===== src/rtl/ram_port_arbiter.sv =====
// Round-robin arbiter sharing one RAM port among NREQ single-beat read/write requesters.
// RAM strobes are registered; read data returns with a one-cycle strobe to the owner.
module ram_port_arbiter #(
    parameter int NREQ   = 4,
    parameter int AW     = 8,
    parameter int DW     = 8,
    parameter int RD_LAT = 1
) (
    input  logic              clk1,
    input  logic              rst_n,
    input  logic [NREQ-1:0]   req_valid,
    output logic [NREQ-1:0]   req_ready,
    input  logic [NREQ-1:0]   req_we,
    input  logic [NREQ*AW-1:0] req_addr,
    input  logic [NREQ*DW-1:0] req_wdata,
    output logic [NREQ-1:0]   rsp_valid,
    output logic [DW-1:0]     rsp_rdata,
    output logic              ram_we,
    output logic              ram_re,
    output logic [AW-1:0]     ram_addr,
    output logic [DW-1:0]     ram_di,
    input  logic [DW-1:0]     ram_do
);

    localparam int PW = (NREQ > 1) ? $clog2(NREQ) : 1;
    localparam int CW = 3;

    typedef enum logic [1:0] {
        IDLE    = 2'd0,
        ISSUE   = 2'd1,
        WAIT_RD = 2'd2
    } state_t;

    state_t          state_q, state_d;
    logic [PW-1:0]   ptr_q, ptr_d;
    logic [PW-1:0]   gnt_q, gnt_d;
    logic [CW-1:0]   cnt_q, cnt_d;
    logic            ram_we_q, ram_we_d;
    logic            ram_re_q, ram_re_d;
    logic [AW-1:0]   ram_addr_q, ram_addr_d;
    logic [DW-1:0]   ram_di_q, ram_di_d;
    logic [NREQ-1:0] rsp_valid_q, rsp_valid_d;
    logic [DW-1:0]   rsp_rdata_q, rsp_rdata_d;

    logic            win_found_s;
    logic [PW-1:0]   win_idx_s;

    // Round-robin search: first valid requester at or above ptr, wrapping modulo NREQ.
    always_comb begin
        win_found_s = 1'b0;
        win_idx_s   = ptr_q;
        for (int k = 0; k < NREQ; k++) begin
            if (!win_found_s && req_valid[(int'(ptr_q) + k) % NREQ]) begin
                win_found_s = 1'b1;
                win_idx_s   = PW'((int'(ptr_q) + k) % NREQ);
            end else begin
                win_found_s = win_found_s;
            end
        end
    end

    // Grant is combinational and forced low while reset is asserted.
    always_comb begin
        req_ready = '0;
        if ((state_q == IDLE) && rst_n && win_found_s) begin
            req_ready[win_idx_s] = 1'b1;
        end else begin
            req_ready = '0;
        end
    end

    // Next-state and datapath decode.
    always_comb begin
        state_d     = state_q;
        ptr_d       = ptr_q;
        gnt_d       = gnt_q;
        cnt_d       = cnt_q;
        ram_we_d    = 1'b0;
        ram_re_d    = 1'b0;
        ram_addr_d  = ram_addr_q;
        ram_di_d    = ram_di_q;
        rsp_valid_d = '0;
        rsp_rdata_d = rsp_rdata_q;
        case (state_q)
            IDLE: begin
                if (req_ready != '0) begin
                    ram_we_d   = req_we[win_idx_s];
                    ram_re_d   = !req_we[win_idx_s];
                    ram_addr_d = req_addr[win_idx_s*AW +: AW];
                    ram_di_d   = req_wdata[win_idx_s*DW +: DW];
                    gnt_d      = win_idx_s;
                    if (win_idx_s == PW'(NREQ - 1)) begin
                        ptr_d = '0;
                    end else begin
                        ptr_d = win_idx_s + PW'(1);
                    end
                    state_d = ISSUE;
                end else begin
                    state_d = IDLE;
                end
            end
            ISSUE: begin
                if (ram_we_q) begin
                    state_d = IDLE;
                end else begin
                    cnt_d   = CW'(RD_LAT);
                    state_d = WAIT_RD;
                end
            end
            WAIT_RD: begin
                cnt_d = cnt_q - CW'(1);
                if (cnt_q == CW'(1)) begin
                    rsp_valid_d[gnt_q] = 1'b1;
                    rsp_rdata_d        = ram_do;
                    state_d            = IDLE;
                end else begin
                    state_d = WAIT_RD;
                end
            end
            default: begin
                state_d = IDLE;
            end
        endcase
    end

    // State and output registers with synchronous active-low reset.
    always_ff @(posedge clk1) begin
        if (!rst_n) begin
            state_q     <= IDLE;
            ptr_q       <= '0;
            gnt_q       <= '0;
            cnt_q       <= '0;
            ram_we_q    <= 1'b0;
            ram_re_q    <= 1'b0;
            ram_addr_q  <= '0;
            ram_di_q    <= '0;
            rsp_valid_q <= '0;
            rsp_rdata_q <= '0;
        end else begin
            state_q     <= state_d;
            ptr_q       <= ptr_d;
            gnt_q       <= gnt_d;
            cnt_q       <= cnt_d;
            ram_we_q    <= ram_we_d;
            ram_re_q    <= ram_re_d;
            ram_addr_q  <= ram_addr_d;
            ram_di_q    <= ram_di_d;
            rsp_valid_q <= rsp_valid_d;
            rsp_rdata_q <= rsp_rdata_d;
        end
    end

    assign ram_we    = ram_we_q;
    assign ram_re    = ram_re_q;
    assign ram_addr  = ram_addr_q;
    assign ram_di    = ram_di_q;
    assign rsp_valid = rsp_valid_q;
    assign rsp_rdata = rsp_rdata_q;

endmodule

===== config.mk =====
export PLATFORM = sky130hd
export DESIGN_NAME = ram_port_arbiter
export DESIGN_NICKNAME = d
export VERILOG_FILES = /design/src/rtl/ram_port_arbiter.sv
export SDC_FILE = /design/constraint.sdc
export NUM_CORES = 1
export LEC_CHECK = 0
export ABC_AREA = 1
export BUFFER_PORTS_ARGS = -buffer_cell sky130_fd_sc_hd__buf_4
export CAP_MARGIN = 0
export CORE_UTILIZATION = 30
export CTS_CLUSTER_DIAMETER = 80
export CTS_CLUSTER_SIZE = 12
export DETAILED_ROUTE_END_ITERATION = 10
export PLACE_DENSITY_LB_ADDON = 0.08
export RECOVER_POWER = 25
export SLEW_MARGIN = 20
export SYNTH_ARGS = -nofsm -noshare
export SYNTH_HDL_FRONTEND = slang
export SYNTH_SLANG_ARGS = --single-unit

===== constraint.sdc =====
create_clock -name clk1 -period 3.4 [get_ports clk1]
set_clock_uncertainty 0.15 [all_clocks]
set_input_delay 0.17 -clock clk1 [delete_from_list [all_inputs] [get_ports clk1]]
set_output_delay 0.17 -clock clk1 [all_outputs]
set_load 0.01 [all_outputs]

==> impl_metrics.ini, run 1 <==
[timing]
timing.fmax_ghz = 0.338
fin_hold_ws_ns = 0.0243
max_slew_margin = 0.649
period_minus_slack_ns = 2.96
setup_violations = 0
worstMarginPinSlew_ns = 0.525
hold_viol = 0
rsz0062_at_grt = no
drv_slew = 0
min_period_over_period = 0.871
totalNegativeSetupSlack_ns = 0

[routing]
drcViolationCount = 0
wl_per_cell_um = 12.6
drtIter0Drc = 86
via_per_inst = 4.63
dr_total_vias = 3137
first_pass_iters = 4
wl_um = 8530
final_antenna_net_count = 0

[placed_design]
post-dp-hpwl_um = 6180
dp.cells = 662
io_buffers = 115
gp_congestion = 0.911
dpl-instance-area_um2 = 3620

[yosys]
synth-seq-area-share = 0.287
synthCells = 455
synth_top_area_frac = 0.287
ys_types = 32
ys_top_cells_by_area = dfxtp_1, nand2_1, nand3_1
synth_seq_cells = 39
yosysTopAreaCell = dfxtp_1
ys.warnings.count = 0
syn_nets = 540
syn_area_per_cell_um2 = 5.98
syn_area_um2 = 2720

[floorplan]
dieWidth_um = 97.2
dieArea_um2 = 9450
coreArea_um2 = 8760
ios = 116
rows = 34
start_util = 0.310
die_h_um = 97.2

[cells_and_area]
num_antenna_cells = 0
final_cell_mix = nand2_1, buf_4, nor2_1
fin_area_um2 = 3760
layout.cells.most_common = nand2_1
final_nets = 654
finalNonFillerCells = 678
drive_gt1_frac = 0.233
area_growth_pct = 38.3

[worst_setup_path]
cp-start-kind = register
crit_required_ns = 3.45
cp_common_cell = nand2_1
endpoint_kind = register
critical_path_class = reg2reg
crit_chain = inv_2 -> nand2_1 -> nand2_2 -> nand2_1 -> nand2_2 -> nor2_4 -> nand4_2 -> buf_4 -> nand2_1 -> ha_1 -> inv_1 -> nand3_1 -> nand2_2 -> nand2_4 -> nand2_1 -> nor2_1 -> nor2_2
crit_slowest_cell = dfxtp_1
critical-path-max-stage-delay_ns = 0.49
crit_arrival_ns = 3.01
cp_max_fo = 21

[clock_tree]
clkLatencyLatePin_ns = 0.30
numCtsBuffers = 5
cts_tree = done
cts_buffer_depth = 2
htree_levels = 2
numClockSinks = 39
cts-root-buf = clkbuf_8
clkTransAtPathRegs_ns = 0.08

[outcome]
outcome = complete, no violations

[power_and_ir_drop]
netSwitchingPower_mw = 1.76
powerDensity_nw_per_um2 = 912
p_leak_nw = 2.02
p_int_mw = 1.67
clkPwrFrac = 0.137
swShare = 0.513
combPwrFrac = 0.673
power_frac_seq = 0.190
power_mw = 3.43
ir_drop_uv = 411

[min_path]
hold_path.class = in2reg

[global_route]
antenna_found_initial = 0
grt_pass1_wl_um = 13900
grt_max_degree = 32
gr-total-overflow = 0
grt_use_total = 0.181
grt_pass1_vias = 2903

[run]
maxCapViolCount = 0
-- worst paths after layout --
path | startpoint | endpoint | slack (ns) | cells after the start
setup / recovery | ptr_q[1]$_SDFFE_PN0P_ | ram_addr[6]$_SDFFE_PN0P_ | 0.44 | 17
hold / removal | req_we[3] | ram_re$_SDFF_PN0_ | 0.02 | 4
setup reg to reg | ptr_q[1]$_SDFFE_PN0P_ | ram_addr[6]$_SDFFE_PN0P_ | 0.44 | 17
hold reg to reg | gnt_q[1]$_SDFFE_PN0P_ | rsp_valid[0]$_SDFF_PN0_ | 0.30 | 1
-- cell type report --
type	instances	area (um2)
tap	108	135
clock inverter	2	60.1
timing repair buffer	128	913
fill	1000	5000
multi-input combinational	353	1640
sequential	39	781
clock buffer	6	72.6
inverter	42	158
-- synthesized netlist by cell type --
cell      count
nand2_1     187
nor2_1       55
nand3_1      49
dfxtp_1      39
inv_1        37
nand3b_1     16
buf_4         8
o21ai_0       8
nor3_1        7
buf_2         6
a21oi_1       4
clkbuf_1      4
inv_2         4
nand2_2       4
buf_6         3
ha_1          3
nand2_4       3
nor2_2        3
nand3_2       2
a211oi_1      1
clkinv_1      1
nand3_4       1
nand4_1       1
nand4_2       1
nand4_4       1
nor2_4        1
nor3_2        1
o211ai_1      1
o211ai_2      1
o21ai_4       1
or2_2         1
xor2_1        1
-- timing repair --
item	CTS	global route
hold endpoints to repair	8	0
resized for setup	0	0
setup buffers	0	0
hold buffers	8	0
endpoints found under the setup margin	0	0
-- power groups by stage --
stage	combinational, mW	clock [mW]	sequential (mW)
after floorplan	1.81	0	0.681
after global placement	2.35	0	0.661
after detailed placement	2.36	0	0.662
after CTS	2.38	0.479	0.652
after global routing	2.64	0.505	0.666
final	2.31	0.470	0.651
-- logic make-up after synthesis --
family,count (synthesis),synth area share
buf+inv,63,0.109
compound gates,16,0.0382
flops,39,0.287
xor+xnor,1,0.00322
fa+ha+maj,3,0.0138
simple gates,333,0.549
-- registers in the layout (all words and copies together), names as in the netlist --
signal	count
rsp_rdata	8
gnt_q	2
cnt_q	3
ram_di	8
state_q	2
ram_we	1
ram_re	1
rsp_valid	4
ram_addr	8
ptr_q	2
-- stage by stage --
step | utilization | setup slack [ns]
after floorplan | - | 0.824
after global placement | 0.413 | 0.536
after global routing | 0.429 | 0.156
after CTS | 0.437 | 0.432
final | 0.429 | 0.437
after detailed placement | 0.413 | 0.456
-- routing by layer --
metal | vias up | GRT usage | part of all wire
met5 | - | 0 | 0
met4 | 0 | 0.0436 | 0.014
met3 | 9 | 0.0324 | 0.044
met2 | 80 | 0.320 | 0.48
met1 | 1408 | 0.226 | 0.46
li1 | 1640 | - | -
-- critical path, delay by kind of cell (launching register included) --
| kind | cells | cell delay (ns) |
|---|---|---|
| fa+ha+maj | 1 | 0.14 |
| buf+inv | 3 | 0.37 |
| simple gates | 13 | 1.71 |
| flops | 1 | 0.49 |
Note: power is estimated with default switching activity, not from simulation.
==> run 2: changes to the inputs <==
- CELL_PAD_IN_SITES_DETAIL_PLACEMENT: default -> 0
- CELL_PAD_IN_SITES_GLOBAL_PLACEMENT: default -> 1
- SLEW_MARGIN: 20 -> 10
==> run 2 against run 1 <==
Effect of this change: non-clock buffer count is 2 higher; final cell count increased by 0.29%; design area decreased by 0.47%; sequential power barely moved; critical endpoint is now req_ready[3].
==> impl_metrics.ini, run 2 (synthesis results as in run 1) <==
[floorplan]
die_h_um = 97.2
dieWidth_um = 97.2
rows = 34
dieArea_um2 = 9450
ios = 116
start_util = 0.310
coreArea_um2 = 8760

[clock_tree]
numClockSinks = 39
numCtsBuffers = 5
htree_levels = 2
cts-root-buf = clkbuf_8
cts_buffer_depth = 2
clkLatencyLatePin_ns = 0.29
cts_tree = done
cts-resized-gates = 0
clkTransAtPathRegs_ns = 0.07

[timing]
min_period_over_period = 0.882
rsz0062_at_grt = no
drv_slew = 0
max_slew_margin = 0.753
period_minus_slack_ns = 3.00
timing.fmax_ghz = 0.334
setup_violations = 0
fin_hold_ws_ns = 0.0471
postLayoutSetupSlackWorst_ns = 0.402
hold_viol = 0
totalNegativeSetupSlack_ns = 0
worstMarginPinSlew_ns = 0.369

[placed_design]
post-dp-hpwl_um = 6290
place_ws_ns = 0.618
gp_congestion = 0.809
io_buffers = 115

[power_and_ir_drop]
power_mw = 3.39
ir_drop_uv = 698
powerDensity_nw_per_um2 = 905
p_leak_nw = 2.02

[worst_setup_path]
cp_max_fo = 19
r2r_cells = 17
endpoint_kind = output pin
crit_arrival_ns = 2.68
crit_path_start = ptr_q[1]$_SDFFE_PN0P_
r2r-start = ptr_q[1]$_SDFFE_PN0P_
critical_path_class = reg2out
cp-start-kind = register
crit_required_ns = 3.08

[global_route]
grt_pass1_wl_um = 14400
gr-total-overflow = 0
grt_max_degree = 32
grt_pass1_vias = 3063
grt_use_total = 0.187
antenna_found_initial = 0

[cells_and_area]
area_growth_pct = 37.7
final_nets = 656
num_antenna_cells = 0
final_cell_mix = nand2_1, buf_4, nor2_1
layout.cells.most_common = nand2_1
drive_gt1_frac = 0.236

[routing]
dr_total_vias = 3135
via_per_inst = 4.61
drcViolationCount = 0
wl_um = 8680
final_antenna_net_count = 0
wl_per_cell_um = 12.8
drtIter0Drc = 154
first_pass_iters = 4

[run]
maxCapViolCount = 0

[min_path]
worstHoldStart = req_we[3]
hold_depth = 4
hold_path.class = in2reg

[outcome]
outcome = complete, no violations
[run 2: changes by cell type in the layout (fill, tap and decap cells not counted)]
cell / delta
buf_4: +2
bufinv_16: -2
clkbuf_8: +2
[run 2: final timing paths]
check / endpoint / slack, ns
setup reg to reg: ram_di[3]$_SDFFE_PN0P_ / 0.60
setup / recovery: req_ready[3] / 0.40
hold reg to reg: rsp_valid[0]$_SDFF_PN0_ / 0.30
hold / removal: ram_re$_SDFF_PN0_ / 0.05
[run 2: repair_timing]
action / CTS / global route
endpoints found under the hold margin: 8 / 0
setup buffers: 0 / 0
hold buffers: 8 / 0
[run 2: final cells by class]
| class | count | area (um2) |
|---|---|---|
| multi-input combinational | 353 | 1640 |
| sequential | 39 | 781 |
| clock buffer | 8 | 100 |
| inverter | 42 | 158 |
| fill | 957 | 5020 |
| tap | 108 | 135 |
| timing repair buffer | 130 | 928 |
[run 2: power breakdown]
part	switching (mW)	leakage, nW	internal, mW	total (mW)
combinational	1.58	1.65	0.811	2.39
sequential	0.0695	0.320	0.582	0.651
clock	0.162	0.0515	0.185	0.347
[run 2: routing by layer]
metal / up-vias / wire length [um] / GRT usage
met2: 93 / 4010 / 0.317
met5: - / 0 / 0
li1: 1650 / - / -
met3: 8 / 406 / 0.0295
met4: 0 / 93 / 0.0517
met1: 1384 / 4170 / 0.245
[run 2: per-stage QoR]
step / util / std cells / instance area (um2)
3_3_place_gp: 0.414 / 664 / 3630
6_report: 0.427 / 680 / 3740
3_5_place_dp: 0.414 / 664 / 3630
5_1_grt: 0.427 / 680 / 3740
2_1_floorplan: - / 455 / 2720
4_1_cts: 0.435 / 680 / 3810
[run 2: worst max-delay path: stages (launching register included)]
cell	delay [ns]
dfxtp_1	0.50
inv_2	0.11
nand2_1	0.08
nand2_1	0.10
nand2_1	0.09
nand2_2	0.09
nor2_4	0.18
nand4_4	0.33
nand2_4	0.36
nand2_1	0.16
nor2_1	0.20
buf_4	0.16
==> run 3: changes to the inputs <==
- BUFFER_PORTS_ARGS: -buffer_cell sky130_fd_sc_hd__buf_4 -> default
- CTS_BUF_LIST: default -> sky130_fd_sc_hd__clkbuf_2 sky130_fd_sc_hd__clkbuf_4 sky130_fd_sc_hd__clkbuf_8
- DONT_BUFFER_PORTS: default -> 1
==> run 3 against run 2 <==
Effect of this change: die area stayed put; count of clock-buffer cells in the layout decreased by 2; maximum frequency fell by 0.16%; first-iteration DRC count decreased by 31%; critical endpoint unchanged; largest power group unchanged; highest routed layer unchanged.
==> impl_metrics.ini, run 3 (synthesis results as in run 1) <==
[timing]
timing.fmax_ghz = 0.333
hold_viol = 0
min_period_over_period = 0.883
drv_slew = 0
setup_violations = 0
period_minus_slack_ns = 3.00
totalNegativeSetupSlack_ns = 0
worstMarginPinSlew_ns = 1.14
rsz0062_at_grt = no
max_slew_margin = 0.238

[cells_and_area]
drive_gt1_frac = 0.0870
layout.cells.most_common = nand2_1
num_antenna_cells = 0
finalNonFillerCells = 568
final_cell_mix = nand2_1, nor2_1, nand3_1
final_nets = 544
area_growth_pct = 10.1

[outcome]
outcome = complete, no violations

[global_route]
grt_use_total = 0.184
grt_pass1_vias = 2673
antenna_found_initial = 0
gr-total-overflow = 0
grt_max_degree = 31
grt_pass1_wl_um = 13700

[worst_setup_path]
crit_chain = inv_2 -> nand2_1 -> nand2_2 -> nand2_1 -> nand2_2 -> nor2_4 -> nand4_4 -> nand2_4 -> nand2_1 -> nor2_1
critical-path-max-stage-delay_ns = 0.51
cp_max_fo = 19
critical_path.top_delay_family = simple AND/OR/NAND/NOR gates
cp-start-kind = register
cp_common_cell = nand2_1
r2r_setup_slack_ns = 0.57
crit_required_ns = 3.08
r2r_end = ram_di[1]$_SDFFE_PN0P_
endpoint_kind = output pin
r2r_cells = 17
r2r-start = ptr_q[1]$_SDFFE_PN0P_
crit_end = req_ready[3]
crit_path_start = ptr_q[1]$_SDFFE_PN0P_
crit_slowest_cell = dfxtp_1
crit_buf_inv = 1
cp.depth = 10
crit_arrival_ns = 2.68
critical_path_class = reg2out

[routing]
drcViolationCount = 0
wl_per_cell_um = 15.0
drtIter0Drc = 106
wl_um = 8530
first_pass_iters = 4
final_antenna_net_count = 0
dr_total_vias = 2749
via_per_inst = 4.84

[floorplan]
die_h_um = 97.2
ios = 116
start_util = 0.310
coreArea_um2 = 8760
rows = 34
dieWidth_um = 97.2
dieArea_um2 = 9450

[placed_design]
dp.cells = 550
io_buffers = 0
gp_congestion = 0.807
post-dp-hpwl_um = 6080

[clock_tree]
cts_buffer_depth = 2
cts-resized-gates = 0
numCtsBuffers = 5
cts_tree = done
cts-root-buf = clkbuf_8
clkTransAtPathRegs_ns = 0.08
numClockSinks = 39
htree_levels = 2
clkLatencyLatePin_ns = 0.29

[power_and_ir_drop]
ir_drop_uv = 469
powerDensity_nw_per_um2 = 1100
p_leak_nw = 1.55

[run]
maxCapViolCount = 0

[min_path]
hold_path.class = in2reg
worstHoldStart = req_we[1]
==> run 3: final cells by class <==
class / instances / area [um2]
clock buffer: 6 / 82.6
clock inverter: 2 / 35.0
fill: 1018 / 5770
inverter: 42 / 158
multi-input combinational: 353 / 1640
sequential: 39 / 781
tap: 108 / 135
timing repair buffer: 18 / 160
==> run 3: report_power, final <==
| group | total [mW] | leakage, nW | switching, mW | internal (mW) |
|---|---|---|---|---|
| clock network | 0.409 | 0.0612 | 0.171 | 0.238 |
| registers | 0.701 | 0.320 | 0.118 | 0.582 |
| logic | 2.20 | 1.17 | 1.51 | 0.688 |
==> run 3: worst reg2reg max path, stage by stage (launching register included) <==
cell	delay, ns
dfxtp_1	0.51
inv_2	0.12
nand2_1	0.09
nand2_2	0.10
nand2_1	0.09
nand2_2	0.10
nor2_4	0.19
nand3_4	0.12
nand3_2	0.10
nand2_1	0.07
ha_1	0.19
inv_1	0.07
nand3_1	0.09
nand2_2	0.25
buf_4	0.25
nand3b_1	0.09
nand2_1	0.07
nor2_1	0.07
==> run 3: worst min path at each step <==
stage	to	cells past startpoint
2_1_floorplan	rsp_rdata[0]$_SDFFE_PN0P_	2
6_report	ram_we$_SDFF_PN0_	4
4_1_cts	ram_we$_SDFF_PN0_	4
5_1_grt	ram_we$_SDFF_PN0_	4
3_3_place_gp	gnt_q[1]$_SDFFE_PN0P_	2
3_5_place_dp	gnt_q[1]$_SDFFE_PN0P_	2
==> run 3: layer usage <==
metal,global-route usage,part of all wire,up-vias
met5,0,0,-
met4,0.0551,0.019,0
met3,0.0381,0.061,10
met2,0.312,0.46,93
met1,0.233,0.46,1218
li1,-,-,1428
==> run 3: repair_timing <==
item / in CTS / in global routing
buffers inserted: 0 / 0
hold buffers: 10 / 0
endpoints found under the hold margin: 38 / 0
setup endpoints to repair: 0 / 0
==> run 3: through the flow <==
stage | instance area [um2] | util | power, mW | hold slack [ns] | setup WS [ns]
after global placement | 2780 | 0.317 | 2.92 | 0.152 | 0.647
final | 2990 | 0.342 | 3.31 | 0.0123 | 0.398
after detailed placement | 2780 | 0.317 | 2.93 | 0.156 | 0.617
after global routing | 2990 | 0.342 | 3.72 | 0.0225 | 0.125
after CTS | 2990 | 0.342 | 3.37 | 0.00210 | 0.357
after floorplan | 2720 | - | 2.49 | 0.187 | 0.824
